### config.mk
export PLATFORM = sky130hd
export DESIGN_NAME = mult_div_unit
export DESIGN_NICKNAME = d
export VERILOG_FILES = /design/src/rtl/mult_div_unit.sv
export SDC_FILE = /design/constraint.sdc
export NUM_CORES = 1
export LEC_CHECK = 0
export ABC_AREA = 1
export BUFFER_PORTS_ARGS = -buffer_cell sky130_fd_sc_hd__buf_2
export CELL_PAD_IN_SITES_DETAIL_PLACEMENT = 1
export CELL_PAD_IN_SITES_GLOBAL_PLACEMENT = 1
export CORE_MARGIN = 3
export CORE_UTILIZATION = 30
export CTS_CLUSTER_DIAMETER = 40
export DETAILED_ROUTE_END_ITERATION = 10
export PLACE_DENSITY = 0.72
export SYNTH_ARGS = -nofsm -noshare
export SYNTH_HDL_FRONTEND = slang
export SYNTH_SLANG_ARGS = --single-unit
export TNS_END_PERCENT = 30
### constraint.sdc
create_clock -name clk -period 5.4 [get_ports clk]
set_input_delay 0.81 -clock clk [delete_from_list [all_inputs] [get_ports clk]]
set_output_delay 0.81 -clock clk [all_outputs]
set_load 0.1 [all_outputs]
### src/rtl/mult_div_unit.sv
// mult_div_unit: multicycle signed multiply/divide unit owning HI and LO.
//   MULT: radix-2 Booth, one step per cycle over ITER cycles.
//   DIV : restoring division on magnitudes, sign fix-up at the end.
// Ports:
//   clk, reset            clock (rising edge), async active-high reset
//   mult_start, div_start operation requests, sampled only while idle
//   A, B                  rs / rt operands, latched on the start edge
//   HI_output, LO_output  MULT: product high/low; DIV: remainder/quotient
//   busy                  high while an operation (or its done cycle) is in flight
//   done                  one-cycle completion pulse
//   div_zero              one-cycle pulse with done when DIV had B == 0
module mult_div_unit #(
    parameter int WIDTH = 32,
    parameter int ITER  = 32
) (
    input  logic             clk,
    input  logic             reset,
    input  logic             mult_start,
    input  logic             div_start,
    input  logic [WIDTH-1:0] A,
    input  logic [WIDTH-1:0] B,
    output logic [WIDTH-1:0] HI_output,
    output logic [WIDTH-1:0] LO_output,
    output logic             busy,
    output logic             done,
    output logic             div_zero
);

    localparam int CW = $clog2(ITER) + 1;
    localparam logic [CW-1:0] LAST = CW'(ITER - 1);

    typedef enum logic [1:0] {IDLE, MULT, DIV, DONE} state_t;

    state_t           state;
    logic [CW-1:0]    cnt;
    logic [WIDTH-1:0] acc;    // Booth accumulator / division partial remainder
    logic [WIDTH-1:0] q;      // multiplier / dividend shifting out, quotient shifting in
    logic             qm1;    // Booth Q-1 bit
    logic [WIDTH-1:0] m;      // multiplicand / divisor magnitude
    logic             neg_q;  // quotient sign
    logic             neg_r;  // remainder sign (dividend sign)

    logic [WIDTH-1:0] a_abs, b_abs;
    assign a_abs = A[WIDTH-1] ? -A : A;
    assign b_abs = B[WIDTH-1] ? -B : B;

    // Booth step. The add runs one bit wider so the bit shifted into the
    // accumulator top is the true sign even when m is the most negative value.
    logic [WIDTH:0]   bsum;
    logic [WIDTH-1:0] mul_acc_n, mul_q_n;
    always_comb begin
        bsum = {acc[WIDTH-1], acc};
        case ({q[0], qm1})
            2'b01:   bsum = {acc[WIDTH-1], acc} + {m[WIDTH-1], m};
            2'b10:   bsum = {acc[WIDTH-1], acc} - {m[WIDTH-1], m};
            default: bsum = {acc[WIDTH-1], acc};
        endcase
    end
    assign mul_acc_n = bsum[WIDTH:1];
    assign mul_q_n   = {bsum[0], q[WIDTH-1:1]};

    // Restoring step: shifted remainder is at most 2*(m-1)+1, so it fits in
    // WIDTH+1 bits and the trial's top bit is the borrow.
    logic [WIDTH:0]   rsh, trial;
    logic             ge;
    logic [WIDTH-1:0] div_r_n, div_q_n;
    assign rsh     = {acc, q[WIDTH-1]};
    assign trial   = rsh - {1'b0, m};
    assign ge      = ~trial[WIDTH];
    assign div_r_n = ge ? trial[WIDTH-1:0] : rsh[WIDTH-1:0];
    assign div_q_n = {q[WIDTH-2:0], ge};

    always_ff @(posedge clk or posedge reset) begin
        if (reset) begin
            state     <= IDLE;
            cnt       <= '0;
            acc       <= '0;
            q         <= '0;
            qm1       <= 1'b0;
            m         <= '0;
            neg_q     <= 1'b0;
            neg_r     <= 1'b0;
            HI_output <= '0;
            LO_output <= '0;
            busy      <= 1'b0;
            done      <= 1'b0;
            div_zero  <= 1'b0;
        end else begin
            done     <= 1'b0;
            div_zero <= 1'b0;
            case (state)
                IDLE: begin
                    if (mult_start) begin
                        m     <= A;
                        q     <= B;
                        acc   <= '0;
                        qm1   <= 1'b0;
                        cnt   <= '0;
                        busy  <= 1'b1;
                        state <= MULT;
                    end else if (div_start) begin
                        busy <= 1'b1;
                        if (B == '0) begin
                            // HI/LO are left untouched on divide-by-zero
                            done     <= 1'b1;
                            div_zero <= 1'b1;
                            state    <= DONE;
                        end else begin
                            m     <= b_abs;
                            q     <= a_abs;
                            acc   <= '0;
                            neg_q <= A[WIDTH-1] ^ B[WIDTH-1];
                            neg_r <= A[WIDTH-1];
                            cnt   <= '0;
                            state <= DIV;
                        end
                    end
                end
                MULT: begin
                    acc <= mul_acc_n;
                    q   <= mul_q_n;
                    qm1 <= q[0];
                    cnt <= cnt + CW'(1);
                    if (cnt == LAST) begin
                        HI_output <= mul_acc_n;
                        LO_output <= mul_q_n;
                        done      <= 1'b1;
                        state     <= DONE;
                    end
                end
                DIV: begin
                    acc <= div_r_n;
                    q   <= div_q_n;
                    cnt <= cnt + CW'(1);
                    if (cnt == LAST) begin
                        // most-negative / -1 wraps back to most-negative
                        LO_output <= neg_q ? -div_q_n : div_q_n;
                        HI_output <= neg_r ? -div_r_n : div_r_n;
                        done      <= 1'b1;
                        state     <= DONE;
                    end
                end
                DONE: begin
                    busy  <= 1'b0;
                    state <= IDLE;
                end
                default: state <= IDLE;
            endcase
        end
    end

endmodule

# Word-level counts from Yosys, hierarchy flattened
# Index checks and enable logic that the tools add are counted.
totals:
  register_bits: 174
  in_bits: 68
  elab_cells: 98
op_classes:
  n_addsub: 8
  eq_ne: 13
  mux: 43
  bitwise: 4
  n_reduce_logical: 17
op_table:
  columns: ["operator", "n"]
  rows:
  - ["$mux 32", 18]
  - ["$pmux 32 s3", 2]
  - ["$neg 32->32", 4]
  - ["$pmux 32 s2", 2]
  - ["$pmux 33 s2", 1]
  - ["$add 32x32->33", 1]
  - ["$sub 32x32->33", 1]
  - ["$sub 33x32->33", 1]
  - ["$logic_not 32->1", 1]
  - ["$mux 6", 3]
  - ["$pmux 6 s2", 1]
  - ["$reduce_and 3->1", 4]
  - ["$reduce_bool 2->1", 5]
  - ["$mux 1", 9]
  - ["$ne 2x2->1 const B", 4]
  - ["$add 6x1->6 const B", 1]
  - ["$eq 2x2->1 const B", 3]
  - ["$eq 6x5->1 const B", 1]
  - ["$mux 2", 3]
  - ["$ne 3x3->1 const B", 2]
  - ["$pmux 1 s2", 3]
  - ["$pmux 2 s3", 1]
  - ["$reduce_and 2->1", 3]
  - ["$eq 2x1->1 const B", 2]
  - ["7 further kinds", 9]

# Logic depth before layout (Yosys ltp)
# Gate-level depths: netlist (run 1).
logic_depth:
  depth_word: 6
  mapped_depth: 32
  depth_no_buf: 30

# Least setup slack after synthesis (run 1)
# OpenSTA, ideal clock, no wires.
synth_path:
  path_type: "flip-flop to flip-flop"
  from: "reg q[31]"
  to: "reg LO_output[26]"
  setup_time_ns: 0.124
  arrival_time_ns: 3.841
  required_ns: 5.276
  setup_slack_ns: 1.435
  stages_incl_launch_ff: 32
  synth_period_minus_slack_ns: 3.965
  path_cell_list: "dfrtp_1 inv_1 ha_1 inv_1 fa_1 nand2_1 nand2_1 nand3_1 nand2_2 nand2_2 nand2_2 nand2_4 nand3_2 nand2_2 buf_6 buf_6 ha_1 nand3_1 nor3_1 nand3_1 nor3_1 nand2_1 nor2_1 nand3_1 nor2_1 nand2_1 nor2_1 nand3_1 nand2_1 o211ai_1 o211ai_1 nand2_1"
synth_via:
  elab_chain_len: 6
synth_rtl:
  columns: ["item", "line_no", "source"]
  rows:
  - ["from (decl)", "37", "logic [WIDTH-1:0] q;"]
  - ["from (signal assigned)", "110", "q <= a_abs;"]
  - ["from (signal assigned)", "121", "q <= mul_q_n;"]
  - ["from (signal assigned)", "133", "q <= div_q_n;"]
  - ["$sub 33x32->33", "68", "assign trial = rsh - {1'b0, m};"]
  - ["$not 1->1", "69", "assign ge = ~trial[WIDTH];"]
  - ["$neg 32->32", "137", "LO_output <= neg_q ? -div_q_n : div_q_n;"]
  - ["$mux 32", "137", null]
  - ["$mux 32", "135", "if (cnt == LAST) begin"]
  - ["$pmux 32 s2", "91", "case (state)"]
  - ["to (signal assigned)", "126", "LO_output <= mul_q_n;"]
  - ["to (signal assigned)", "137", null]
  - ["to (decl)", "23", "output logic [WIDTH-1:0] LO_output,"]
# No other way between the ends. The select of a mux whose other input is x is not followed.
# A chain may end at the register's enable or synchronous reset.

# Final worst setup path (run 1)
layout_path:
  from: "reg m[0]"
  to: "reg acc[30]"
layout_via:
  elab_chain_len: 3
  elab_cells_between_ends: 6
layout_rtl:
  columns: ["item", "line_no", "source"]
  rows:
  - ["from (decl)", "39", "logic [WIDTH-1:0] m;"]
  - ["from (signal assigned)", "109", "m <= b_abs;"]
  - ["$sub 32x32->33, or another cell as far along", "55", "2'b10: bsum = {acc[WIDTH-1], acc} - {m[WIDTH-1], m};"]
  - ["$pmux 33 s2 / $mux 32 (equally long branches)", "53, 70", null]
  - ["$pmux 32 s3 (*)", "91", null]
  - ["to (signal assigned)", "120", "acc <= mul_acc_n;"]
  - ["to (signal assigned)", "132", "acc <= div_r_n;"]
  - ["to (decl)", "36", "logic [WIDTH-1:0] acc;"]
# Mark *: on every way between the ends. The rest lies on a longest branch, timed or not.

==> run metrics, run 1 <==
area of the mapped netlist 18,500 um2; cell count after placement 3,919; die height 254 um; count of hold-fix buffers inserted at cts 0; Nets 3,301; predominant post-synthesis flop cell sky130_fd_sc_hd__dfrtp_1; Iter 0 DRT Violations 1,404; average footprint of a synthesized cell 5.98 um2; fin. max-slew vios 0; relative slew slack 20.4%; overall track demand over capacity in global routing 24.5%; met3 wire length 4310 um; Ant. Diodes 0; Power Dens Cells 725 nW/um2; Final period util 88.7%; residual DRC count 0; half-perimeter wire length of the detailed placement result 63,700 um; worst reg2reg path endpoint acc[30]$_DFFE_PP0P_; count of vias placed by the detailed router 21,000; required time of the worst setup path 5.74 ns; adder-cell area share of the yosys netlist 5.29%; routed length on met1 34,400 um; Yosys reg bits 174; synthesized-area fraction occupied by ao, oa, aoi and oai cells 18.3%; most frequently used cell type in the post-synthesis netlist sky130_fd_sc_hd__nand2_1; number of H-tree levels 4; effective utilization at floorplan 30.5%; ratio of cells with drive above 1 in the final layout 9.12%; global-route wire length before repair 121,000 um; CTS tree yes; buffer depth of the longest clock path 2; width of the die 254 um; maximum VDD drop 0.351 mV; root buffer cell sky130_fd_sc_hd__clkbuf_16; startpoint types register; outcome complete, no violations; Post-Route Skew 0.0184 ns; pin count of the biggest net entering global routing 81; share of flip-flops with an asynchronous set or reset after synthesis 100%; max-cap violations 0; top cells by instance count after synthesis sky130_fd_sc_hd__nand2_1, sky130_fd_sc_hd__inv_1, sky130_fd_sc_hd__nor2_1; final setup vio count 0; most area-consuming cells after synthesis sky130_fd_sc_hd__dfrtp_1, sky130_fd_sc_hd__nand2_1, sky130_fd_sc_hd__inv_1, sky130_fd_sc_hd__o21ai_0, sky130_fd_sc_hd__nor2_1; Via-to-Cell Ratio 5.32; Hold Violations, Final 0; portion of netlist area occupied by mux cells 0%; Post-DRT Antenna Nets 0; Min Clock Period, post-route 4.79 ns; source of the worst register-to-register timing path m[0]$_DFFE_PP0P_; Syn Nets 3,239; number of clock sinks 174; worst hold path class in2async; largest family of logic cells by synthesized area simple AND/OR/NAND/NOR gates; layout overhead on the synthesized area 10.8%; share of Yosys cell area claimed by the top area cell type 23.5%; CP Class reg2reg; Port-buffer cells 134; max frequency 209 MHz; non-filler cells in the finished layout 3,951; number of warnings reported in the yosys synthesis log 0; number of top-level design ports 135; sum of routed wire length over all layers 79,800 um; total leakage power 10.9 nW; Routed met2 length 37,800 um; Arrival @ worst endpoint 5.13 ns; Row Count 90; Synth Instances 3,094; number of iterations in the first detailed-routing pass 6; post-synthesis share of cell area spent on and, or, nand and nor gates 37.2%; DR WL/cell 20.2 um; count of flip-flops with a built-in enable after synthesis 0; maximum fanout count along the critical path 6; residual overflow from global routing 0; Top Metal Used met5; xor and xnor area share after synthesis 4.17%; Synth area leader sky130_fd_sc_hd__dfrtp_1; register-to-register setup slack 0.61 ns; clock latency reported for the late side of the worst-skew pair 0.48 ns; DIE AREA 64,700 um2; number of clock buffers inserted by TritonCTS 17; vias in the first global route 20,700; Synth cell types 52; RD Place Congestion 0.983; sequential area share after synthesis 23.5%; Reg2Reg Depth 24; Tightest Pin Transition 1.19 ns; clock transition at the registers of the reported paths 0.08 ns; category of the worst setup path capture point register; RSZ-0062 raised after global routing false; total negative slack for setup checks 0 ns; number of antenna violations at the first check in global routing 3; area inside the core boundary 60,700 um2; count of fill cells added during filler insertion 8,120
[through the flow]
| step | hold slack (ns) | power (mW) | util, % | setup slack (ns) | instance area [um2] |
|---|---|---|---|---|---|
| floorplan | 0.500 | 9.91 | - | 1.44 | 18500 |
| global placement | 0.459 | 13.1 | 32.7 | 0.656 | 19900 |
| detailed placement | 0.460 | 13.3 | 32.7 | 0.583 | 19900 |
| CTS | 0.444 | 14.8 | 33.8 | 0.549 | 20500 |
| global route | 0.472 | 16.3 | 33.8 | 0.102 | 20500 |
| finish | 0.426 | 14.9 | 33.8 | 0.611 | 20500 |
[flip-flops by register name (all words and copies together), names as in the netlist]
signal	count
state	2
neg_q	1
div_zero	1
neg_r	1
done	1
cnt	6
HI_output	32
busy	1
q	32
acc	32
LO_output	32
m	32
qm1	1
[power breakdown]
group	internal [mW]	switching [mW]
Sequential	1.61	0.435
Clock	0.723	0.664
Combinational	3.25	8.19
Total	5.58	9.29
[timing repair]
item | CTS | global route
buffers inserted | 0 | 0
setup endpoints to repair | 0 | 1
hold endpoints to repair | 0 | 0
gates resized for setup | 0 | 1
[placed cells by master (no fill, tap or decap), drive strengths merged, types with 14 or more instances in the layout]
cell and instances:
nor4 18, a21oi 117, o21ai 248, nand3 163, nand3b 19, inv 436
clkbuf 18, ha 75, nand4 44, nor3 39, o22ai 31, a31oi 15
xor2 74, nand2 1053, xnor2 14, dfrtp 174, o211ai 73, nor2 276
buf 159, o221ai 38, or2 21
[layout make-up]
type	count	area [um2]	area share, %
clock buffers	18	439	2.14
well taps	782	978	4.77
clock inverters	14	188	0.916
inverters	432	1630	7.93
repair buffers	159	858	4.19
flip-flops and latches	174	4350	21.2
multi-input cells	2372	12100	58.8
[worst max-delay path by stage]
stage | from | to | slack, ns | cells past startpoint
floorplan | q[31]$_DFFE_PP0P_ | LO_output[26]$_DFFE_PP0P_ | 1.44 | 31
global placement | m[0]$_DFFE_PP0P_ | acc[30]$_DFFE_PP0P_ | 0.66 | 24
detailed placement | m[0]$_DFFE_PP0P_ | acc[30]$_DFFE_PP0P_ | 0.58 | 24
CTS | m[0]$_DFFE_PP0P_ | acc[30]$_DFFE_PP0P_ | 0.55 | 24
global route | m[0]$_DFFE_PP0P_ | acc[30]$_DFFE_PP0P_ | 0.10 | 24
finish | m[0]$_DFFE_PP0P_ | acc[30]$_DFFE_PP0P_ | 0.61 | 24
[metal layers]
metal	track usage [%]	up-vias
met1	31.3	10200
met3	3.38	123
li1	-	10200
met4	9.55	2
met5	0	-
met2	41.8	549
[critical path: stages, from the launching register on]
cell,delay [ns]
sky130_fd_sc_hd__dfrtp_1,0.41
sky130_fd_sc_hd__nor3_1,0.27
sky130_fd_sc_hd__nand2_1,0.08
sky130_fd_sc_hd__nor2_1,0.10
sky130_fd_sc_hd__inv_1,0.06
sky130_fd_sc_hd__nor3_1,0.23
sky130_fd_sc_hd__nand3_1,0.15
sky130_fd_sc_hd__nor4_1,0.43
sky130_fd_sc_hd__nand3_1,0.31
sky130_fd_sc_hd__o21ai_0,0.28
sky130_fd_sc_hd__xor2_1,0.16
sky130_fd_sc_hd__inv_1,0.06
sky130_fd_sc_hd__ha_1,0.36
sky130_fd_sc_hd__nand2_1,0.16
sky130_fd_sc_hd__nor2_1,0.12
sky130_fd_sc_hd__inv_1,0.07
sky130_fd_sc_hd__nor2_1,0.12
sky130_fd_sc_hd__nand3_1,0.08
sky130_fd_sc_hd__o21ai_1,0.33
sky130_fd_sc_hd__a21oi_1,0.13
sky130_fd_sc_hd__or2_2,0.29
sky130_fd_sc_hd__nand3_1,0.09
sky130_fd_sc_hd__a21oi_1,0.08
sky130_fd_sc_hd__o21ai_0,0.17
sky130_fd_sc_hd__o21ai_0,0.10
[logic make-up after synthesis]
logic type	after synthesis
buffers and inverters	548
and+or+nand+nor	1637
DFF	174
AOI/OAI and AO/OA	570
xor gates and xnor gates	88
adders and majority gates	77
Note: power is estimated with default switching activity, not from simulation.
==> inputs of run 2 (changes only) <==
--- a/config.mk
+++ b/config.mk
@@ -13,7 +13,8 @@
 export CORE_UTILIZATION = 30
 export CTS_CLUSTER_DIAMETER = 40
 export DETAILED_ROUTE_END_ITERATION = 10
-export PLACE_DENSITY = 0.72
+export PLACE_DENSITY_LB_ADDON = 0.1
+export SLEW_MARGIN = 25
 export SYNTH_ARGS = -nofsm -noshare
 export SYNTH_HDL_FRONTEND = slang
 export SYNTH_SLANG_ARGS = --single-unit
==> run metrics, run 2 (same netlist as run 1, synthesis figures left out) <==
half-perimeter wire length of the detailed placement result 70,600 um (+11%); worst hold path class in2async; max-cap violations 0 (unchanged); global-route wire length before repair 131,000 um (+8.3%); maximum VDD drop 0.509 mV (+45%); residual overflow from global routing 0 (unchanged); Arrival @ worst endpoint 5.23 ns (+0.10 ns); RSZ-0062 raised after global routing false; Post-Route Skew 0.0223 ns (+0.00386 ns); buffer depth of the longest clock path 2 (unchanged); Via-to-Cell Ratio 5.29 (-0.53%); number of clock sinks 174 (unchanged); root buffer cell sky130_fd_sc_hd__clkbuf_16; DIE AREA 64,700 um2 (unchanged); Total Power Consumption 15.2 mW (+2.4%); number of buffer and inverter stages on the critical path 2 (-1); overall track demand over capacity in global routing 27.0% (+2.5 points); Critical-path top delay cell sky130_fd_sc_hd__fa_1; required time of the worst setup path 5.80 ns (+0.06 ns); Final period util 89.5% (+0.80 points); relative slew slack 38.1% (+18 points); sequential standard cell area 4360 um2 (about the same); area inside the core boundary 60,700 um2 (unchanged); total negative slack for setup checks 0 ns (unchanged); maximum cell stage delay along the critical path 0.50 ns (+0.07 ns); DR WL/cell 21.9 um (+8.7%); ratio of cells with drive above 1 in the final layout 9.41% (+0.29 points); outcome complete, no violations; clock latency reported for the late side of the worst-skew pair 0.51 ns (+0.03 ns); number of clock buffers inserted by TritonCTS 17 (unchanged); Power Dens Cells 739 nW/um2 (+1.9%); number of iterations in the first detailed-routing pass 5 (-1); width of the die 254 um (unchanged); die height 254 um (unchanged); fin worst setup slack 0.568 ns (-0.0432 ns); number of H-tree levels 4 (unchanged); Iter 0 DRT Violations 1,124 (-20%); fin. max-slew vios 0 (unchanged); most common cell after layout, fill and taps aside sky130_fd_sc_hd__nand2_1; vias in the first global route 21,900 (+5.8%); worst setup slack before clock tree synthesis 0.449 ns (-0.133 ns); most used cells in the layout excluding fill and tap cells sky130_fd_sc_hd__nand2_1, sky130_fd_sc_hd__inv_1, sky130_fd_sc_hd__nor2_1, sky130_fd_sc_hd__o21ai_0, sky130_fd_sc_hd__dfrtp_1; pin count of the biggest net entering global routing 107 (+32%); cell count after placement 3,927 (+0.20%); sum of routed wire length over all layers 86,900 um (+8.9%); number of top-level design ports 135 (unchanged); Post-DRT Antenna Nets 0 (unchanged); Min Clock Period, post-route 4.83 ns (+0.0432 ns); clock transition at the registers of the reported paths 0.08 ns (about the same); Ant. Diodes 0 (unchanged); total leakage power 10.9 nW (+0.36%); RD Place Congestion 0.918 (-6.6%); Most Frequent Cell on Critical Path sky130_fd_sc_hd__nand2_1; Hold Violations, Final 0 (unchanged); max frequency 207 MHz (-0.89%); maximum fanout count along the critical path 10 (+4); residual DRC count 0 (unchanged); startpoint types register; Top delay family on crit path simple AND/OR/NAND/NOR gates; Nets 3,309 (+0.24%); layout overhead on the synthesized area 11.3%; category of the worst setup path capture point register; final setup vio count 0 (unchanged); non-filler cells in the finished layout 3,959 (+0.20%); setup bufs post-CTS 0 (unchanged); Row Count 90 (unchanged); count of hold-fix buffers inserted at cts 0 (unchanged); post-layout util 33.9% (+0.14 points); area of the multi-input gates 12,100 um2 (about the same); CTS tree yes; CP Class reg2reg; effective utilization at floorplan 30.5% (unchanged); number of antenna violations at the first check in global routing 4 (+1); Port-buffer cells 134 (unchanged); Tightest Pin Transition 0.928 ns (-0.265 ns); count of fill cells added during filler insertion 8,049 (-0.87%); count of vias placed by the detailed router 21,000 (-0.33%)
[run 2: final timing paths]
check / from / slack, ns / cells after the start / endpoint
min in group clk: HI_output[24]$_DFFE_PP0P_ / 0.48 / 2 / HI_output[24]$_DFFE_PP0P_
max in group asynchronous: reset / 4.10 / 3 / LO_output[1]$_DFFE_PP0P_
setup reg to reg: q[31]$_DFFE_PP0P_ / 0.57 / 29 / LO_output[26]$_DFFE_PP0P_
hold reg to reg: HI_output[24]$_DFFE_PP0P_ / 0.48 / 2 / HI_output[24]$_DFFE_PP0P_
hold / removal: reset / 0.25 / 2 / HI_output[18]$_DFFE_PP0P_
setup / recovery: q[31]$_DFFE_PP0P_ / 0.57 / 29 / LO_output[26]$_DFFE_PP0P_
[run 2: final cells by class]
type / instances / area share, %
Multi-Input combinational cell: 2372 / 58.6
Clock inverter: 15 / 1.05
Tap cell: 782 / 4.75
Inverter: 432 / 7.90
Timing Repair Buffer: 167 / 4.52
Clock buffer: 17 / 2.07
Sequential cell: 174 / 21.2
[run 2: what timing repair did]
item / in CTS / in global routing
gates resized for setup: 0 / 2
endpoints found under the hold margin: 0 / 0
endpoints found under the setup margin: 0 / 7
[run 2: per-stage QoR]
stage | hold WS, ns | area (um2)
floorplan | 0.500 | 18500
global placement | 0.459 | 19900
detailed placement | 0.462 | 19900
CTS | 0.211 | 20600
global route | 0.249 | 20600
finish | 0.247 | 20600
[run 2: layer usage]
layer | vias up | global-route usage (%) | part of all wire, %
met2 | 411 | 47.4 | 49
met1 | 10200 | 31.7 | 42
met3 | 146 | 2.87 | 3.1
li1 | 10200 | - | -
met5 | - | 0 | 0.025
met4 | 4 | 16.6 | 6.5
[run 2: worst reg2reg max path: cells and delay by family (launching register included)]
kind	cells	cell delay (ns)
simple gates	22	3.00
fa+ha+maj	3	0.89
flops	1	0.36
buf+inv	2	0.27
compound gates	2	0.22
[run 2: power by group]
| part | switching [mW] | internal (mW) |
|---|---|---|
| Sequential | 0.474 | 1.61 |
| Clock | 0.716 | 0.676 |
| Combinational | 8.47 | 3.27 |
==> inputs of run 3 (changes only) <==
--- a/config.mk
+++ b/config.mk
@@ -5,11 +5,10 @@
 export SDC_FILE = /design/constraint.sdc
 export NUM_CORES = 1
 export LEC_CHECK = 0
-export ABC_AREA = 1
 export BUFFER_PORTS_ARGS = -buffer_cell sky130_fd_sc_hd__buf_2
 export CELL_PAD_IN_SITES_DETAIL_PLACEMENT = 1
 export CELL_PAD_IN_SITES_GLOBAL_PLACEMENT = 1
-export CORE_MARGIN = 3
+export CORE_MARGIN = 10
 export CORE_UTILIZATION = 30
 export CTS_CLUSTER_DIAMETER = 40
 export DETAILED_ROUTE_END_ITERATION = 10
==> run metrics, run 3 <==
outcome complete, no violations; clock transition at the registers of the reported paths 0.08 ns (about the same); CTS tree yes; Synth Instances 2,286 (-26%); number of clock sinks 174 (unchanged); area inside the core boundary 56,300 um2 (-7.3%); relative slew slack 27.2% (-11 points); Post-DP Area 18,700 um2 (-6.1%); residual overflow from global routing 0 (unchanged); predominant post-synthesis flop cell sky130_fd_sc_hd__dfrtp_1; Critical-path top delay cell sky130_fd_sc_hd__or4_1; Nets 2,516 (-24%); register-to-register setup slack 0.31 ns (-0.26 ns); overall track demand over capacity in global routing 23.2% (-3.8 points); Yosys reg bits 174 (unchanged); clock latency reported for the late side of the worst-skew pair 0.51 ns (about the same); DIE AREA 66,700 um2 (+3.1%); die height 258 um (+1.6%); final setup vio count 0 (unchanged); DR WL/cell 24.8 um (+13%); residual DRC count 0 (unchanged); number of clock buffers inserted by TritonCTS 17 (unchanged); required time of the worst setup path 5.73 ns (-0.07 ns); layout overhead on the synthesized area 14.3%; average footprint of a synthesized cell 7.45 um2 (+25%); most frequently used cell type in the post-synthesis netlist sky130_fd_sc_hd__nand2_1; sequential area share after synthesis 25.6% (+2.0 points); most common cell after layout, fill and taps aside sky130_fd_sc_hd__nand2_1; pin count of the biggest net entering global routing 154 (+44%); maximum cell stage delay along the critical path 0.60 ns (+0.10 ns); summed area of non-filler cells in the final layout 19,500 um2 (-5.4%); half-perimeter wire length of the detailed placement result 61,900 um (-12%); root buffer cell sky130_fd_sc_hd__clkbuf_16; width of the die 258 um (+1.6%); critical-path cell list or4_1 > nor3_2 > and4_2 > and3_1 > and2_2 > and3_2 > a21oi_1 > xnor2_1 > ha_2 > a21o_1 > or3_1 > a31oi_1 > o21ai_0 > o21ai_1 > o311a_1 > xor2_1 > o21ai_0 > a22oi_1 > a22oi_1; worst reg2reg path endpoint HI_output[30]$_DFFE_PP0P_; sum of routed wire length over all layers 78,100 um (-10%); ratio of cells with drive above 1 in the final layout 13.5% (+4.1 points); max-cap violations 0 (unchanged); Final period util 94.3% (+4.9 points); count of flip-flops with a built-in enable after synthesis 0 (unchanged); share of Yosys cell area claimed by the top area cell type 25.6% (+2.0 points); share of flip-flops with an asynchronous set or reset after synthesis 100% (unchanged); critical path depth in cells 19 (-34%); startpoint types register; Arrival @ worst endpoint 5.43 ns (+0.20 ns); Synth cell types 91 (+75%); number of top-level design ports 135 (unchanged); Tightest Pin Transition 1.09 ns (+0.161 ns); most used cells in the layout excluding fill and tap cells sky130_fd_sc_hd__nand2_1, sky130_fd_sc_hd__o21ai_0, sky130_fd_sc_hd__nor2_1, sky130_fd_sc_hd__dfrtp_1, sky130_fd_sc_hd__a21oi_1; Row Count 87 (-3.3%); Post-DRT Antenna Nets 0 (unchanged); area of the mapped netlist 17,000 um2 (-7.9%); fin. max-slew vios 0 (unchanged); Post-Route Skew 0.0184 ns (-0.00389 ns); category of the worst setup path capture point register; Top delay family on crit path simple AND/OR/NAND/NOR gates; Min Clock Period, post-route 5.09 ns (+0.262 ns); CP Class reg2reg; most area-consuming cells after synthesis sky130_fd_sc_hd__dfrtp_1, sky130_fd_sc_hd__o21ai_0, sky130_fd_sc_hd__nand2_1, sky130_fd_sc_hd__ha_1, sky130_fd_sc_hd__xnor2_1; RD Place Congestion 0.908 (-1.1%); Port-buffer cells 134 (unchanged); Syn Nets 2,431 (-25%); Reg2Reg Depth 19 (-34%); Hold Violations, Final 0 (unchanged); effective utilization at floorplan 30.3% (-0.21 points); number of buffer and inverter stages on the critical path 0 (-2); maximum fanout count along the critical path 6 (-4); count of hold-fix buffers inserted at cts 0 (unchanged); Synth area leader sky130_fd_sc_hd__dfrtp_1; number of iterations in the first detailed-routing pass 5 (unchanged); global-route wire length before repair 119,000 um (-9.6%); top cells by instance count after synthesis sky130_fd_sc_hd__nand2_1, sky130_fd_sc_hd__o21ai_0, sky130_fd_sc_hd__nor2_1; number of antenna violations at the first check in global routing 6 (+2); worst hold path class in2async; vias in the first global route 18,500 (-16%); number of H-tree levels 4 (unchanged); max frequency 196 MHz (-5.1%); number of warnings reported in the yosys synthesis log 0 (unchanged); buffer depth of the longest clock path 2 (unchanged); Iter 0 DRT Violations 933 (-17%); Via-to-Cell Ratio 5.59 (+5.7%); source of the worst register-to-register timing path m[2]$_DFFE_PP0P_; count of vias placed by the detailed router 17,600 (-16%)
run 3: cell types whose count changed after synthesis, moves of 33 or more:
cell and delta:
sky130_fd_sc_hd__a21o_1 +33, sky130_fd_sc_hd__a21oi_1 +45, sky130_fd_sc_hd__a22oi_1 +34, sky130_fd_sc_hd__clkbuf_1 +38, sky130_fd_sc_hd__inv_1 -341, sky130_fd_sc_hd__mux2i_1 +54
sky130_fd_sc_hd__nand2_1 -694, sky130_fd_sc_hd__nand3_1 -118, sky130_fd_sc_hd__nor2_1 -84, sky130_fd_sc_hd__o211ai_1 -57, sky130_fd_sc_hd__o21ai_0 +41, sky130_fd_sc_hd__o221ai_1 -35
sky130_fd_sc_hd__xnor2_1 +80
run 3: metrics by stage:
stage / hold WS (ns) / setup TNS, ns / utilization [%] / setup slack (ns) / instances
after CTS: 0.408 / 0 / 34.4 / 0.0920 / 3135
after global placement: 0.460 / 0 / 33.2 / 0.211 / 3103
after floorplan: 0.466 / 0 / - / 0.411 / 2286
after global routing: 0.449 / -0.0381 / 34.6 / -0.0272 / 3141
after detailed placement: 0.469 / 0 / 33.3 / 0.116 / 3103
final: 0.422 / 0 / 34.6 / 0.305 / 3145
run 3: cell families (layout without fill, tap and decap cells):
group | Yosys count | in the layout | synth area share (%)
AND/OR/NAND/NOR | 761 | 761 | 20.5
adder cells (fa/ha/maj) | 77 | 77 | 5.74
flip-flops | 174 | 174 | 25.6
AO/OA/AOI/OAI | 796 | 796 | 29.5
other | 0 | 5 | 0
XOR/XNOR | 172 | 172 | 8.84
buffers and inverters | 238 | 336 | 5.71
multiplexers | 68 | 68 | 4.10
run 3: layer usage:
| metal | part of all wire [%] | up-vias | GRT usage (%) |
|---|---|---|---|
| li1 | - | 8433 | - |
| met2 | 50 | 288 | 41.2 |
| met3 | 2.4 | 123 | 2.56 |
| met1 | 42 | 8741 | 27.2 |
| met5 | 0.041 | - | 0 |
| met4 | 5.4 | 4 | 12.4 |
run 3: what timing repair did:
item,in CTS,in global routing
endpoints found under the setup margin,0,21
hold endpoints to repair,0,0
gates resized for setup,0,18
setup buffers,0,4
run 3: layout make-up:
class | instances | area (um2)
clock inverters | 15 | 198
diodes | 5 | 12.5
repair buffers | 227 | 1420
flip-flops and latches | 174 | 4350
fillers | 6975 | 36800
multi-input cells | 1874 | 11800
inverters | 77 | 293
clock buffers | 17 | 425
well taps | 756 | 946
run 3: worst max path at each step:
stage                           start                        end
floorplan           q[31]$_DFFE_PP0P_  HI_output[26]$_DFFE_PP0P_
global placement     m[2]$_DFFE_PP0P_        acc[19]$_DFFE_PP0P_
detailed placement   m[2]$_DFFE_PP0P_  HI_output[27]$_DFFE_PP0P_
CTS                  m[2]$_DFFE_PP0P_  HI_output[27]$_DFFE_PP0P_
global route         m[2]$_DFFE_PP0P_  HI_output[30]$_DFFE_PP0P_
finish               m[2]$_DFFE_PP0P_  HI_output[30]$_DFFE_PP0P_
Power of run 3 is left out: the tool's default activity adds up to more than one toggle a clock period on the data nets, which glitch-free logic cannot reach.
